File: src/rtl/pcie_dma_pkg.sv
// pcie_dma_pkg: shared constants, TLP helpers and state encoding for the
// PCIe upstream DMA write engine (pcie_dma_writer, pcie_dma_fifo).
package pcie_dma_pkg;

    // BAR register indices
    localparam logic [3:0] REG_DMABASE = 4'd0;
    localparam logic [3:0] REG_DMACTRL = 4'd1;

    // Memory Write, 3DW header with data
    localparam logic [2:0] MWR_FMT  = 3'b010;
    localparam logic [4:0] MWR_TYPE = 5'b00000;

    // Payload per data TLP: 32 DW = 16 QW
    localparam logic [9:0] PAYLOAD_DW = 10'd32;
    localparam int         TLP_QWS    = 16;

    // Completion token MWr: 2 DW carrying a fixed signature
    localparam logic [9:0]  TOKEN_DW    = 10'd2;
    localparam logic [63:0] TOKEN_VALUE = 64'hCAFEF00DC0DEFACE;

    typedef enum logic [2:0] {
        IDLE = 3'd0,
        HDR0 = 3'd1,
        HDR1 = 3'd2,
        DATA = 3'd3,
        TOK0 = 3'd4,
        TOK1 = 3'd5,
        TOKD = 3'd6,
        DONE = 3'd7
    } dma_state_e;

    // Header DW0 for an MWr: TC/attr/EP/TD all zero, only length varies.
    function automatic logic [31:0] mwrDw0(input logic [9:0] lenDw);
        return {MWR_FMT, MWR_TYPE, 14'd0, lenDw};
    endfunction

endpackage

File: src/rtl/pcie_dma_fifo.sv
// pcie_dma_fifo: synchronous 64-bit payload FIFO, depth 2**LOG2.
// Ports:
//   clk_i, rst_ni  clock, async active-low reset (flushes the FIFO)
//   push_i, data_i write side (ignored when full)
//   pop_i, data_o  read side, data_o is the current head (ignored when empty)
//   full_o, empty_o, level_o  exact occupancy status
module pcie_dma_fifo #(
    parameter int LOG2 = 5
) (
    input  logic            clk_i,
    input  logic            rst_ni,
    input  logic            push_i,
    input  logic [63:0]     data_i,
    input  logic            pop_i,
    output logic [63:0]     data_o,
    output logic            full_o,
    output logic            empty_o,
    output logic [LOG2:0]   level_o
);
    localparam int DEPTH = 1 << LOG2;

    logic [63:0]   mem_q [DEPTH];
    logic [LOG2:0] wrPtr_q;
    logic [LOG2:0] rdPtr_q;
    logic          doPush;
    logic          doPop;

    // Pointers carry one extra wrap bit so full and empty are distinguishable.
    assign level_o = wrPtr_q - rdPtr_q;
    assign full_o  = (level_o == (LOG2 + 1)'(DEPTH));
    assign empty_o = (level_o == '0);
    assign doPush  = push_i & ~full_o;
    assign doPop   = pop_i & ~empty_o;
    assign data_o  = mem_q[rdPtr_q[LOG2-1:0]];

    always_ff @(posedge clk_i) begin
        if (doPush) begin
            mem_q[wrPtr_q[LOG2-1:0]] <= data_i;
        end
    end

    always_ff @(posedge clk_i or negedge rst_ni) begin
        if (!rst_ni) begin
            wrPtr_q <= '0;
            rdPtr_q <= '0;
        end else begin
            if (doPush) wrPtr_q <= wrPtr_q + 1'b1;
            if (doPop)  rdPtr_q <= rdPtr_q + 1'b1;
        end
    end

endmodule

File: src/rtl/pcie_dma_writer.sv
// pcie_dma_writer: upstream DMA write engine. Software sets DMABASE and writes
// DMACTRL = N; the block sends N 128-byte MWr TLPs to base+64+128k, then
// (optionally) a completion-token MWr to base, and pulses done_out.
// Build option: define PCIE_DMA_TOKEN_EN to send the completion token.
// Ports:
//   clk_in, rstn                    clock, async active-low reset
//   regWr*_in                       BAR register write (0 DMABASE, 1 DMACTRL)
//   regRd*_in / regRd*_out          BAR register read, 1-cycle latency
//   srcData_in/srcValid_in/srcReady_out  payload stream into the FIFO
//   txData/txValid/txSop/txEop_out, txReady_in  Avalon-ST TX, ready latency 0
//   busy_out, done_out              DMA in progress / completion pulse
module pcie_dma_writer
    import pcie_dma_pkg::*;
#(
    parameter logic [15:0] REQ_ID    = 16'h0108,
    parameter int          FIFO_LOG2 = 5
) (
    input  logic        clk_in,
    input  logic        rstn,
    input  logic        regWrValid_in,
    input  logic [3:0]  regWrAddr_in,
    input  logic [31:0] regWrData_in,
    input  logic        regRdValid_in,
    input  logic [3:0]  regRdAddr_in,
    output logic [31:0] regRdData_out,
    output logic        regRdValid_out,
    input  logic [63:0] srcData_in,
    input  logic        srcValid_in,
    output logic        srcReady_out,
    output logic [63:0] txData_out,
    output logic        txValid_out,
    output logic        txSop_out,
    output logic        txEop_out,
    input  logic        txReady_in,
    output logic        busy_out,
    output logic        done_out
);
    dma_state_e state_q, state_d;

    logic [31:0] dmaBase_q;
    logic [31:0] tlpAddr_q;
    logic [7:0]  tlpLeft_q;
    logic [3:0]  beatCnt_q;
    logic        hdrGo_q;
    logic [31:0] doneCnt_q;
    logic [31:0] rdData_q;
    logic        rdValid_q;
    logic [31:0] rdMux;
`ifdef PCIE_DMA_TOKEN_EN
    logic [31:0] tokBase_q;
`endif

    logic [63:0]        fifoData;
    logic               fifoFull;
    logic               fifoEmpty;
    logic               fifoPush;
    logic               fifoPop;
    logic [FIFO_LOG2:0] fifoLevel;
    logic               levelOk;
    logic               ctrlAccept;
    logic               lastBeat;
    logic [31:0]        hdrDw1;

    pcie_dma_fifo #(.LOG2(FIFO_LOG2)) u_fifo (
        .clk_i   (clk_in),
        .rst_ni  (rstn),
        .push_i  (fifoPush),
        .data_i  (srcData_in),
        .pop_i   (fifoPop),
        .data_o  (fifoData),
        .full_o  (fifoFull),
        .empty_o (fifoEmpty),
        .level_o (fifoLevel)
    );

    // Ready is held low while in reset so that every output reads 0 then.
    assign srcReady_out = rstn & ~fifoFull;
    assign fifoPush     = srcValid_in & srcReady_out;
    assign levelOk      = (fifoLevel >= (FIFO_LOG2 + 1)'(TLP_QWS));
    assign lastBeat     = (beatCnt_q == 4'd15);
    assign hdrDw1       = {REQ_ID, 8'h00, 8'hFF};
    assign ctrlAccept   = regWrValid_in && (regWrAddr_in == REG_DMACTRL) &&
                          (regWrData_in[7:0] != 8'd0) && (state_q == IDLE);

    assign regRdData_out  = rdData_q;
    assign regRdValid_out = rdValid_q;

    // FSM outputs. A TLP only starts once a full payload is buffered, so DATA
    // can never underrun and valid stays high from SOP to EOP.
    always_comb begin
        state_d     = state_q;
        txValid_out = 1'b0;
        txSop_out   = 1'b0;
        txEop_out   = 1'b0;
        txData_out  = '0;
        fifoPop     = 1'b0;
        busy_out    = 1'b1;
        done_out    = 1'b0;
        case (state_q)
            IDLE: begin
                busy_out = 1'b0;
                if (ctrlAccept) state_d = HDR0;
            end
            // hdrGo_q lags the level check by one cycle, which also keeps SOP
            // one cycle behind the rise of busy_out.
            HDR0: begin
                txValid_out = hdrGo_q;
                txSop_out   = hdrGo_q;
                txData_out  = {hdrDw1, mwrDw0(PAYLOAD_DW)};
                if (hdrGo_q && txReady_in) state_d = HDR1;
            end
            HDR1: begin
                txValid_out = 1'b1;
                txData_out  = {32'h0, tlpAddr_q};
                if (txReady_in) state_d = DATA;
            end
            DATA: begin
                txValid_out = 1'b1;
                txEop_out   = lastBeat;
                txData_out  = fifoData;
                fifoPop     = txReady_in & ~fifoEmpty;
                if (txReady_in && lastBeat) begin
                    if (tlpLeft_q != 8'd1) begin
                        state_d = HDR0;
                    end else begin
`ifdef PCIE_DMA_TOKEN_EN
                        state_d = TOK0;
`else
                        state_d = DONE;
`endif
                    end
                end
            end
`ifdef PCIE_DMA_TOKEN_EN
            TOK0: begin
                txValid_out = 1'b1;
                txSop_out   = 1'b1;
                txData_out  = {hdrDw1, mwrDw0(TOKEN_DW)};
                if (txReady_in) state_d = TOK1;
            end
            TOK1: begin
                txValid_out = 1'b1;
                txData_out  = {32'h0, tokBase_q};
                if (txReady_in) state_d = TOKD;
            end
            TOKD: begin
                txValid_out = 1'b1;
                txEop_out   = 1'b1;
                txData_out  = TOKEN_VALUE;
                if (txReady_in) state_d = DONE;
            end
`endif
            DONE: begin
                busy_out = 1'b0;
                done_out = 1'b1;
                state_d  = IDLE;
            end
            default: begin
                busy_out = 1'b0;
                state_d  = IDLE;
            end
        endcase
    end

    always_comb begin
        rdMux = '0;
        case (regRdAddr_in)
            REG_DMABASE: rdMux = dmaBase_q;
            REG_DMACTRL: rdMux = doneCnt_q;
            default:     rdMux = '0;
        endcase
    end

    always_ff @(posedge clk_in or negedge rstn) begin
        if (!rstn) begin
            state_q   <= IDLE;
            dmaBase_q <= '0;
            tlpAddr_q <= '0;
            tlpLeft_q <= '0;
            beatCnt_q <= '0;
            hdrGo_q   <= 1'b0;
            doneCnt_q <= '0;
            rdData_q  <= '0;
            rdValid_q <= 1'b0;
`ifdef PCIE_DMA_TOKEN_EN
            tokBase_q <= '0;
`endif
        end else begin
            state_q <= state_d;
            // The FIFO cannot drain while in HDR0, so once set this holds.
            hdrGo_q <= (state_q == HDR0) && levelOk;
            if (regWrValid_in && (regWrAddr_in == REG_DMABASE)) begin
                dmaBase_q <= {regWrData_in[31:3], 3'b000};
            end
            if (ctrlAccept) begin
                tlpLeft_q <= regWrData_in[7:0];
                tlpAddr_q <= dmaBase_q + 32'd64;
                beatCnt_q <= '0;
`ifdef PCIE_DMA_TOKEN_EN
                tokBase_q <= dmaBase_q;
`endif
            end
            if (fifoPop) begin
                beatCnt_q <= beatCnt_q + 4'd1;
                if (lastBeat) begin
                    tlpLeft_q <= tlpLeft_q - 8'd1;
                    tlpAddr_q <= tlpAddr_q + 32'd128;
                end
            end
            if (state_q == DONE) begin
                doneCnt_q <= doneCnt_q + 32'd1;
            end
            rdValid_q <= regRdValid_in;
            rdData_q  <= regRdValid_in ? rdMux : 32'h0;
        end
    end

endmodule

File: config.mk
export PLATFORM = sky130hd
export DESIGN_NAME = pcie_dma_writer
export DESIGN_NICKNAME = d
export VERILOG_FILES = /design/src/rtl/pcie_dma_pkg.sv /design/src/rtl/pcie_dma_fifo.sv /design/src/rtl/pcie_dma_writer.sv
export SDC_FILE = /design/constraint.sdc
export NUM_CORES = 2
export LEC_CHECK = 0
export ABC_CLOCK_PERIOD_IN_PS = 14150
export CAP_MARGIN = 20
export CORE_ASPECT_RATIO = 2
export CORE_MARGIN = 2
export CORE_UTILIZATION = 30
export CTS_BUF_LIST = sky130_fd_sc_hd__clkbuf_2
export CTS_CLUSTER_SIZE = 10
export DETAILED_ROUTE_END_ITERATION = 8
export HOLD_SLACK_MARGIN = 0.03
export PLACE_DENSITY = 0.41
export SETUP_SLACK_MARGIN = 0.1
export SYNTH_ARGS = -nofsm -noshare
export SYNTH_HDL_FRONTEND = slang
export SYNTH_SLANG_ARGS = --single-unit
export TNS_END_PERCENT = 1
File: constraint.sdc
create_clock -name clk_in -period 14.15 [get_ports clk_in]
set_clock_uncertainty 0.2 [all_clocks]
set_input_delay 2.83 -clock clk_in [delete_from_list [all_inputs] [get_ports clk_in]]
set_output_delay 2.83 -clock clk_in [all_outputs]
set_load 0.01 [all_outputs]
=== Word-level counts from Yosys, hierarchy flattened ===
Memory sizes are Yosys's and may differ from the RTL's.
Index checks and enable logic that the tools add are counted.

* Bits in registers: 154
* RAM bits: 2,048
* Input port bits: 110
* Output and inout bits: 103
* Word-level logic and storage cells: 82
* Memories kept: 1

* Add/subtract/negate cells: 8
* $lt $le $gt $ge: 1
* Equality and inequality tests: 13
* Mux-type cells: 25
* Bitwise gates (word level): 7
* Reductions and logical operators: 16

{| class="wikitable"
|+ Memory list
! memory !! depth !! bits a word !! rd ports !! clocked after Yosys merged registers in !! wr ports !! line !! RTL
|-
| u_fifo.mem_q || 32 || 64 || 1 || 0 || 1 || pcie_dma_fifo.sv:22 || <nowiki>logic [63:0] mem_q [DEPTH];</nowiki>
|}

{| class="wikitable"
|+ Operator list
! kind !! count
|-
| $pmux W64 S3 || 1
|-
| $mux W32 || 4
|-
| $pmux W32 S2 || 1
|-
| $add A32 B1 Y32 const B || 1
|-
| $add A32 B7 Y32 const B || 1
|-
| $add A32 B8 Y32 const B || 1
|-
| $mux W8 || 3
|-
| $mux W3 || 5
|-
| $add A6 B1 Y6 const B || 2
|-
| $pmux W3 S4 || 1
|-
| $eq A4 B1 Y1 const B || 2
|-
| $logic_not A4 Y1 || 2
|-
| $mux W4 || 2
|-
| $ne A2 B2 Y1 const B || 4
|-
| $ne A8 B1 Y1 const B || 1
|-
| $reduce_bool A8 Y1 || 1
|-
| $sub A8 B1 Y8 const B || 1
|-
| $logic_and A1 B1 Y1 || 7
|-
| $mux W1 || 7
|-
| $eq A3 B2 Y1 const B || 2
|-
| $eq A6 B6 Y1 const B || 1
|-
| $ge A6 B5 Y1 const B || 1
|-
| $logic_not A6 Y1 || 1
|-
| $sub A6 B6 Y6 || 1
|-
| 12 further kinds || 17
|}

=== Logic depth before layout (Yosys ltp) ===
* Depth in word-level cells: 8
* Gate-level depth with buffers: 14
* Mapped depth without buffers: 8

=== Cells and area by module ===
A second synthesis with hierarchy kept.

* Cell total of the unflattened synthesis: 4,143
* Area total of the unflattened synthesis: 86,402.9 µm²

{| class="wikitable"
|+ Modules (own cells, without submodules)
! module !! times used !! cells each !! area each (µm²) !! seq. area each (µm²)
|-
| pcie_dma_fifo || 1 || 3,393 || 78,924.4 || 61,799.3
|-
| pcie_dma_writer || 1 || 750 || 7,478.4 || 3,553.4
|}

=== Least setup slack after synthesis ===
OpenSTA, ideal clock, no wires.

* Path kind: input to register
* From: input rstn
* To: memory u_fifo.mem_q[21][0], enable pin
* Setup time: 0.487 ns
* Arrival: 5.937 ns
* Data required time: 13.463 ns
* Path slack: 7.526 ns
* Stages on the path: 3
* Path buffers: 0
* Cell sequence: o211a_1 > nand2_1 > nor2_1

* Longest elaborated chain between the ends: 5

{| class="wikitable"
|+ Ends and longest elaborated chain
! what !! line !! RTL
|-
| from (decl) || pcie_dma_writer.sv:19 || <nowiki>input logic rstn,</nowiki>
|-
| $and A1 B1 Y1 || pcie_dma_writer.sv:77 || <nowiki>assign srcReady_out = rstn & ~fifoFull;</nowiki>
|-
| $and A1 B1 Y1 || pcie_dma_writer.sv:78 || <nowiki>assign fifoPush = srcValid_in & srcReady_out;</nowiki>
|-
| $and A1 B1 Y1 || pcie_dma_fifo.sv:32 || <nowiki>assign doPush = push_i & ~full_o;</nowiki>
|-
| $mux W1 || pcie_dma_fifo.sv:37 || <nowiki>if (doPush) begin</nowiki>
|-
| $mux W1 (implied by the code) || pcie_dma_fifo.sv:38 || <nowiki>mem_q[wrPtr_q[LOG2-1:0]] <= data_i;</nowiki>
|-
| to (decl) || pcie_dma_fifo.sv:22 ||
|}

No other way between the ends.

=== Final worst setup path ===
* From: register u_fifo.rdPtr_q[1]
* To: output txData_out[19]

* Longest elaborated chain between the ends: 2

{| class="wikitable"
|+ Ends and longest elaborated chain
! what !! line !! RTL
|-
| from (decl) || pcie_dma_fifo.sv:24 || <nowiki>logic [LOG2:0] rdPtr_q;</nowiki>
|-
| from (signal assigned) || pcie_dma_fifo.sv:48 || <nowiki>if (doPop) rdPtr_q <= rdPtr_q + 1'b1;</nowiki>
|-
| $mem_v2 Z32 W64 || - ||
|-
| $pmux W64 S3 || pcie_dma_writer.sv:99 || <nowiki>case (state_q)</nowiki>
|-
| to (decl) || pcie_dma_writer.sv:30 || <nowiki>output logic [63:0] txData_out,</nowiki>
|}

No other way between the ends.

==> summary.md <==
| Metric | Value |
|---|---|
| Io pins | 213 |
| Drt drc | 0 |
| Final Non-Filler Cells | 8809 |
| PostCTS Resize Cnt | 0 |
| Mean post-synth cell area | 21.3 sq um |
| Initial Utilization | 0.301 |
| Yosys top cell area share | 0.717 |
| Multi-input logic area | 19700 sq um |
| Minimum clock period | 9.74 ns |
| P_leak | 31.9 nW |
| Slowest cell on the critical path | dfrtp_4 |
| Die Footprint | 290000 sq um |
| Layout cells sized above 1 | 0.325 |
| Vias | 43900 |
| Yosys warns | 0 |
| Final setup violation count | 0 |
| WL final | 269 mm |
| Post-synth top flop | edfxtp_1 |
| # rows | 277 |
| Crit path DAT | 6.71 ns |
| Startpoint types | register |
| Largest net degree at the start of global routing | 111 |
| Die H | 760 um |
| Pins Over Slew Limit | 0 |
| Hold Path Class | reg -> reg |
| Worst setup path category | reg -> out |
| Syn Std Cell Area | 85700 sq um |
| VDD IR max | 0.127 mV |
| Reg area | 65400 sq um |
| Synth Register Bits | 2202 |
| Cts bufs inserted | 522 |
| Final Hold Fails | 0 |
| Asr flop ratio synth | 0.0699 |
| DR WL/cell | 30.5 um |
| PwrDens | 178 nW/um^2 |
| Post-DP HPWL | 143 mm |
| CP Buf/Inv Count | 3 |
| Pre-CTS setup slack | 5.96 ns |
| Post-synth net total | 4151 |
| Global-route wire length before repair | 373 mm |
| ANT nets after route | 0 |
| CTS Root Buffer Type | clkbuf_2 |
| Most common cell after layout, fill and taps aside | edfxtp_1 |
| GPL Wtd Cong | 0.765 |
| Vias in the first global route | 48100 |
| Layout Nets | 4824 |
| Cell Chain, Critical Path | buf_12 > buf_4 > mux4_2 > mux4_2 > a22oi_1 > nand2_1 > clkdlybuf4s50_1 |
| Initial DRC count | 3254 |
| Setup TNS | 0 ns |
| Post-synthesis to final-layout area growth | 14.6% |
| Worst rel slew slack | 0.266 |
| RSZ-0062 raised after global routing | false |
| Die W | 382 um |
| Tcrit/Tclk final | 0.688 |
| Max Used Layer | met5 |
| Global route overflow | 0 |
| DRT met1 WL | 105 mm |
| Clock slew at reported path FFs | 0.12 ns |
| Vias per Instance | 4.98 |
| Final core occ | 0.345 |
| Metal2 WL | 145 mm |
| Required time of the critical path | 11.12 ns |
| Clock latency on the worst-skew pair | 1.74 ns |
| Largest area contributor in the netlist | edfxtp_1 |
| Initial antenna violation count | 24 |
| Layout fillers | 27000 |
| Synth unique cells | 67 |
| Top cells by area, synth | edfxtp_1, mux4_2, dfrtp_1 |
| Clk buf depth | 4 |
| Metal3 WL | 10.7 mm |
| Max-Cap Viols | 0 |
| Post-synth EDFFs | 2048 |
| Final WS setup | 4.41 ns |
| Seq/Total Area, Yosys | 0.762 |
| Outcome | complete, no violations |
| First-pass iteration count of the detailed router | 5 |
| Placed cell count | 7912 |
| Commonest cells after routing, fill and taps aside | edfxtp_1, clkbuf_2, mux4_2, nand2_1, clkdlybuf4s50_1 |
| CTS Hold Bufs | 0 |
| Slew @ Worst Pin | 1.10 ns |
| Crit end category | output pin |
| Clock sink count | 2202 |
| TritonCTS clock tree | yes |
| H-tree levels | 6 |
| GRT Util Overall | 0.183 |
| Top cell family by delay on the critical path | buffers and inverters |
| CP max FO | 110 |
| Worst hold slack | 0.287 ns |
| Max stage delay on crit path | 0.99 ns |
| Mapped Cells | 4025 |
| Most Frequent Cell on Critical Path | mux4_2 |
| Max Fclk | 103 MHz |
| Core Footprint | 285000 sq um |
| I/O Buffers | 212 |
| Postcts setup bufs | 0 |
[Yosys cell counts, types with 18 or more instances]
| master | count |
|---|---|
| buf_1 | 29 |
| edfxtp_1 | 2048 |
| nor2_1 | 101 |
| xor2_1 | 19 |
| nand4_1 | 18 |
| a22oi_1 | 60 |
| and3_1 | 58 |
| inv_1 | 21 |
| xnor2_1 | 47 |
| o21ai_0 | 19 |
| nor2b_1 | 30 |
| mux2_2 | 30 |
| a31oi_1 | 29 |
| dfrtp_1 | 154 |
| nand3_1 | 41 |
| clkbuf_1 | 104 |
| nand2_1 | 293 |
| buf_2 | 67 |
| a21oi_1 | 36 |
| nor3_1 | 33 |
| mux2i_1 | 18 |
| mux4_2 | 600 |
[path summary, 6_finish.rpt]
path                                               start                             end  slack (ns)  cells after the start
setup / recovery           u_fifo.rdPtr_q[1]$_DFFE_PN0P_                  txData_out[19]        4.41                      7
hold / removal                 doneCnt_q[31]$_DFFE_PN0P_       doneCnt_q[31]$_DFFE_PN0P_        0.29                      1
setup reg to reg           u_fifo.rdPtr_q[1]$_DFFE_PN0P_  u_fifo.mem_q[20][58]$_DFFE_PP_        6.48                     11
min in group asynchronous                           rstn          tlpLeft_q[5]$_DFF_PN0_        1.01                      1
hold reg to reg                doneCnt_q[31]$_DFFE_PN0P_       doneCnt_q[31]$_DFFE_PN0P_        0.29                      1
max in group asynchronous                           rstn     regRdData_out[25]$_DFF_PN0_       11.23                      2
[sequential cells by signal (all words and copies together), names as in the netlist]
| name | cells |
|---|---|
| tlpLeft_q | 8 |
| regRdData_out | 32 |
| hdrGo_q | 1 |
| dmaBase_q | 29 |
| tlpAddr_q | 32 |
| regRdValid_out | 1 |
| state_q | 3 |
| u_fifo.wrPtr_q | 6 |
| beatCnt_q | 4 |
| u_fifo.mem_q | 2048 |
| u_fifo.rdPtr_q | 6 |
| doneCnt_q | 32 |
[power by group]
part / internal, W / switching (W)
clock: 0.00159 / 0.00256
combinational: 0.00260 / 0.00310
sequential: 0.00737 / 0.000281
total: 0.0116 / 0.00594
[worst register-to-register path, cell delays in order (launching register included)]
cell and delay (ns):
dfrtp_4 0.99, clkinv_2 0.83, buf_4 0.60, ha_1 0.46, nand3b_1 0.15, and4b_1 0.23
o2111ai_1 0.45, o211a_1 0.31, nand2_1 0.51, nor2_4 0.87, buf_4 0.77, buf_4 0.73
[cell type report]
| cell class | instances | area share |
|---|---|---|
| well taps | 3766 | 0.0480 |
| clock inverters | 117 | 0.00793 |
| multi-input cells | 1585 | 0.200 |
| diodes | 10 | 0.000255 |
| clock buffers | 742 | 0.0378 |
| inverters | 24 | 0.00106 |
| flip-flops and latches | 2202 | 0.665 |
| repair buffers | 363 | 0.0397 |
[metrics by stage]
step	instance area, sq um	total power [W]
floorplan	85700	0.0112
global placement	93000	0.0137
global route	98200	0.0184
CTS	97500	0.0179
finish	98300	0.0175
detailed placement	93000	0.0137
[kinds of logic after synthesis]
kind of cell | count (synthesis) | synth area share
AOI/OAI and AO/OA | 231 | 0.0195
xor gates and xnor gates | 66 | 0.00674
adders and majority gates | 16 | 0.00233
buffers and inverters | 238 | 0.0120
DFF | 2202 | 0.762
muxes | 648 | 0.164
and+or+nand+nor | 624 | 0.0335
[layer usage]
metal,GRT usage,vias up
met1,0.217,23800
li1,-,18300
met3,0.0270,478
met4,0.0592,12
met2,0.337,1240
met5,0,-
Note: power is estimated with default switching activity, not from simulation.
